<file path="config.mk">
export PLATFORM = sky130hd
export DESIGN_NAME = funct_generator_nco
export DESIGN_NICKNAME = d
export VERILOG_FILES = /design/src/rtl/funct_generator_nco.sv
export SDC_FILE = /design/constraint.sdc
export NUM_CORES = 1
export LEC_CHECK = 0
export ABC_AREA = 1
export CORE_MARGIN = 3
export CORE_UTILIZATION = 60
export DETAILED_ROUTE_END_ITERATION = 12
export PLACE_DENSITY_LB_ADDON = 0.1
export SYNTH_ARGS = -nofsm -noshare
export SYNTH_HDL_FRONTEND = slang
export SYNTH_SLANG_ARGS = --single-unit
</file>
<file path="constraint.sdc">
create_clock -name clk -period 8.9 [get_ports clk]
set_clock_uncertainty 0.1 [all_clocks]
set_input_delay 0.89 -clock clk [delete_from_list [all_inputs] [get_ports clk]]
set_output_delay 0.89 -clock clk [all_outputs]
set_load 0.03 [all_outputs]
</file>
<file path="src/rtl/funct_generator_nco.sv">
// Phase-accumulator NCO sequencer: steps the LUT address, scales the returned
// sample by an unsigned amplitude and hands it to the sample FIFO.
module funct_generator_nco #(
  parameter int DATA_WIDTH  = 32,
  parameter int ADDR_WIDTH  = 8,
  parameter int PHASE_WIDTH = 24,
  parameter int AMP_WIDTH   = 8,
  parameter int CNT_WIDTH   = 16
) (
  input  logic                   clk,
  input  logic                   rst_n,
  input  logic                   en_i,
  input  logic                   clr_i,
  input  logic [PHASE_WIDTH-1:0] freq_word_i,
  input  logic [AMP_WIDTH-1:0]   amp_i,
  output logic [ADDR_WIDTH-1:0]  read_addr_o,
  input  logic [DATA_WIDTH-1:0]  read_data_i,
  input  logic                   fifo_full_i,
  output logic                   fifo_push_o,
  output logic [DATA_WIDTH-1:0]  fifo_data_o,
  output logic                   busy_o,
  output logic [CNT_WIDTH-1:0]   sample_cnt_o
);

  localparam int PROD_WIDTH = DATA_WIDTH + AMP_WIDTH + 1;

  typedef enum logic [1:0] {IDLE, ADDR, DATA, PUSH} state_t;

  state_t                   state_q, state_d;
  logic [PHASE_WIDTH-1:0]   phase_q, phase_d;
  logic [PHASE_WIDTH-1:0]   freq_q, freq_d;
  logic [AMP_WIDTH-1:0]     amp_q, amp_d;
  logic [CNT_WIDTH-1:0]     cnt_q, cnt_d;
  logic [DATA_WIDTH-1:0]    data_q, data_d;
  logic                     push_ok;
  logic signed [PROD_WIDTH-1:0] sample_ext, amp_ext, product;
  logic [DATA_WIDTH-1:0]    scaled;

  // Amplitude is zero-extended so the gain stays positive and below one.
  assign sample_ext = {{(AMP_WIDTH+1){read_data_i[DATA_WIDTH-1]}}, read_data_i};
  assign amp_ext    = {{(DATA_WIDTH+1){1'b0}}, amp_q};
  assign product    = sample_ext * amp_ext;
  assign scaled     = DATA_WIDTH'(product >>> AMP_WIDTH);

  // State register
  always_ff @(posedge clk or negedge rst_n) begin
    if (!rst_n) begin
      state_q <= IDLE;
    end else begin
      state_q <= state_d;
    end
  end

  // Next-state logic; clear overrides everything
  always_comb begin
    state_d = state_q;
    if (clr_i) begin
      state_d = IDLE;
    end else begin
      case (state_q)
        IDLE:    if (en_i) state_d = ADDR;
        ADDR:    state_d = DATA;
        DATA:    state_d = PUSH;
        PUSH:    if (!fifo_full_i) state_d = en_i ? ADDR : IDLE;
        default: state_d = IDLE;
      endcase
    end
  end

  // Outputs decoded from the registered state
  always_comb begin
    push_ok = (state_q == PUSH) && !fifo_full_i && !clr_i;
    busy_o  = (state_q != IDLE);
  end

  assign fifo_push_o  = push_ok;
  assign read_addr_o  = phase_q[PHASE_WIDTH-1 -: ADDR_WIDTH];
  assign fifo_data_o  = data_q;
  assign sample_cnt_o = cnt_q;

  always_comb begin
    phase_d = phase_q;
    freq_d  = freq_q;
    amp_d   = amp_q;
    cnt_d   = cnt_q;
    data_d  = data_q;
    if (clr_i) begin
      phase_d = '0;
      cnt_d   = '0;
      data_d  = '0;
    end else begin
      if ((state_q == IDLE) && en_i) begin
        freq_d = freq_word_i;
        amp_d  = amp_i;
      end
      if (state_q == DATA) begin
        data_d = scaled;
      end
      // Accepted push advances phase and re-latches the controls for the next sample
      if (push_ok) begin
        phase_d = phase_q + freq_q;
        cnt_d   = cnt_q + 1'b1;
        freq_d  = freq_word_i;
        amp_d   = amp_i;
      end
    end
  end

  always_ff @(posedge clk or negedge rst_n) begin
    if (!rst_n) begin
      phase_q <= '0;
      freq_q  <= '0;
      amp_q   <= '0;
      cnt_q   <= '0;
      data_q  <= '0;
    end else begin
      phase_q <= phase_d;
      freq_q  <= freq_d;
      amp_q   <= amp_d;
      cnt_q   <= cnt_d;
      data_q  <= data_d;
    end
  end

endmodule

</file>
==> impl_metrics.py <==
metrics = {
    "logic_synthesis": {
        "ys_ff_latch": 106,
        "synth_edf_count": 0,
        "synth_nets": 2365,
        "syn_avg_cell_area_um2": 7.428,
        "ys_warn_count": 0,
        "synth_common_cells": "544 x nand2_1, 472 x inv_1, 196 x fa_1",
        "async_flop_share_pct": 100.0,
        "yosysMostFrequentCell": "nand2_1",
        "synth_area_leaders": "fa_1 26%, dfrtp_1 18%, nand2_1 14%",
        "synth_area_um2": 14830,
        "synthCells": 1997,
        "synth_ff_type": "dfrtp_1",
        "synth.top_cell.area_share_pct": 26.45,
        "synth_area_leader_cell": "fa_1",
        "synth_seq_area_share_pct": 17.88,
        "synth_cell_types": 46,
    },
    "clocking": {
        "cts_buffers": 9,
        "cts.sinks": 106,
        "cts.repair.resized": 0,
        "cts_max_level": 3,
        "holdBufCountCts": 0,
        "cts-root-buf": "clkbuf_16",
        "cts_tree": "yes",
        "insertion_delay_ns": 0.36,
        "clk_pin_slew_ns": 0.07,
        "cts_setup_buffers": 0,
        "clock_path_buffers": 2,
    },
    "layout": {
        "layout.nets": 2430,
        "area_growth_syn_to_layout_pct": 11.24,
        "drive_gt1_share_pct": 4.257,
        "n_antenna_cell": 0,
    },
    "setup_path": {
        "critical-path-top-delay-family": "adder cells",
        "worst_ep_required_time_ns": 9.03,
        "reg2reg_from": "amp_q[2]",
        "path_buf_inv": 4,
        "crit_top_cell": "nand2_1",
        "endpoint_kind": "flop",
        "slowest_stage": "clkdlybuf4s50_1",
        "crit_path_cell_trace": "clkdlybuf4s50_1, nand2_1, fa_1, inv_1, fa_1, fa_1, inv_1, fa_1, inv_1, ha_1, nand2_1, nor2_1, nand4_1, o211ai_2, nand2_1, nand2_1, nand2_1, nand2_1, nand2_1, nand3_1, nand2_1",
        "worstPathArrival_ns": 5.79,
        "crit_type": "in2reg",
        "path_max_fanout": 8,
        "cpPeakStageDelay_ns": 0.73,
        "crit_start": "read_data_i[4]",
        "cp-start-kind": "primary input",
    },
    "placed_design": {
        "dp_hpwl_um": 29370,
        "routabilityCongestion": 0.9343,
        "io_buffers": 126,
    },
    "die": {
        "io_pins": 127,
        "core_area_um2": 23890,
        "die_h_um": 163.2,
        "die_area_um2": 26650,
        "die_w_um": 163.2,
        "rows": 56,
        "initial_utilization_pct": 62.09,
    },
    "detailed_routing": {
        "routed_via_density": 5.288,
        "first_pass_iters": 5,
        "drc": 0,
        "ant_nets": 0,
        "drt_iter0_drc": 791,
        "drt-total-wl_um": 36290,
        "wire_per_inst_um": 15.21,
        "vias": 12620,
    },
    "grt": {
        "antenna_found_initial": 0,
        "use_met1_pct": 38.81,
        "grt_pass1_vias": 12650,
        "grt_first_pass_wirelength_um": 60290,
        "grtUsageTotal_pct": 27.86,
        "grtUsageMet2_pct": 46.80,
        "top_usage_layer": "met2",
        "grt_max_degree": 66,
        "grt-ovfl-total": 0,
        "use_met3_pct": 3.297,
    },
    "sta": {
        "rsz0062_at_grt": "false",
        "fin_tns_setup_ns": 0,
        "maxSlewHeadroom_pct": 14.34,
        "fmax_ghz": 0.1769,
        "slew_viol_final": 0,
        "worst_hold_slack_ns": 0.3904,
        "setup_viol": 0,
        "tightest_slew_ns": 1.285,
        "min_period_over_period_pct": 63.52,
        "finalCriticalPeriod_ns": 5.654,
        "hold_viol_final": 0,
    },
    "status": {
        "status": "finished clean",
    },
    "job": {
        "drv_cap": 0,
    },
    "hold_path": {
        "hold_class": "reg2reg",
        "hp-start": "fifo_data_o[17]",
    },
}
==> worst register-to-register path, delay by kind of cell (launching register included) <==
family	cells	cell delay, ns
fa+ha+maj	5	2.44
simple gates	11	1.32
flops	1	1.20
compound gates	1	0.29
buf+inv	3	0.15
==> final timing paths <==
| check | to | slack, ns | depth (start not counted) |
|---|---|---|---|
| worst max-delay path | fifo_data_o[17] | 3.25 | 21 |
| worst min-delay path | fifo_data_o[17] | 0.39 | 2 |
| worst max register to register | fifo_data_o[17] | 3.26 | 20 |
| worst min register to register | fifo_data_o[17] | 0.39 | 2 |
| max in group asynchronous | fifo_data_o[23] | 6.99 | 2 |
| min in group asynchronous | freq_q[21] | 0.44 | 1 |
==> state kept, by name, summed over array words and instances (netlist names) <==
signal and cells:
freq_q 24, amp_q 8, phase_q 24, sample_cnt_o 16
state_q 2, fifo_data_o 32
==> area by class of cell <==
class                           instances  area (um2)
Clock buffer                           11       242.7
Clock inverter                          5       46.29
Fill cell                            2063        7391
Inverter                              473        1775
Multi-Input combinational cell       1335       10040
Sequential cell                       106        2653
Tap cell                              319       399.1
Timing Repair Buffer                  137        1341
==> per-stage QoR <==
stage,cell area [um2],util [%],worst slack [ns],instances
floorplan,14830,-,3.996,1997
global placement,16210,67.86,2.934,2370
detailed placement,16210,67.86,2.926,2370
CTS,16500,69.07,3.293,2386
global route,16500,69.07,2.820,2386
finish,16500,69.07,3.246,2386
==> routing by layer <==
metal / vias up / wire length, um
met5: - / 0
met4: 0 / 631
met3: 51 / 2466
li1: 6098 / -
met2: 465 / 17300
met1: 6004 / 15890
==> cells by family (layout without fill, tap and decap cells) <==
logic type	count (synthesis)	after routing	share of synthesized area (%)
DFF	106	106	17.88
buffers and inverters	556	626	14.54
xor gates and xnor gates	8	8	0.4724
adders and majority gates	299	299	35.14
muxes	32	32	2.429
AOI/OAI and AO/OA	209	209	7.844
and+or+nand+nor	787	787	21.69
==> cells in the final DEF (no fill, tap or decap), drive strengths merged, types with 3 or more instances in the layout <==
cell,n
nand3,55
xnor2,5
a21oi,81
fa,196
or2,4
nand2,565
nor3,14
nand3b,6
clkinv,3
buf,12
nor2,126
o21bai,6
xor2,3
a21o,9
nor4,8
a22o,3
a21boi,3
clkdlybuf4s50,125
clkbuf,11
a31oi,4
mux2,32
o21ai,89
inv,475
dfrtp,106
a211oi,3
ha,103
nand4,9
Power is left out: the tool's default activity adds up to more than one toggle a clock period on the data nets, which glitch-free logic cannot reach.
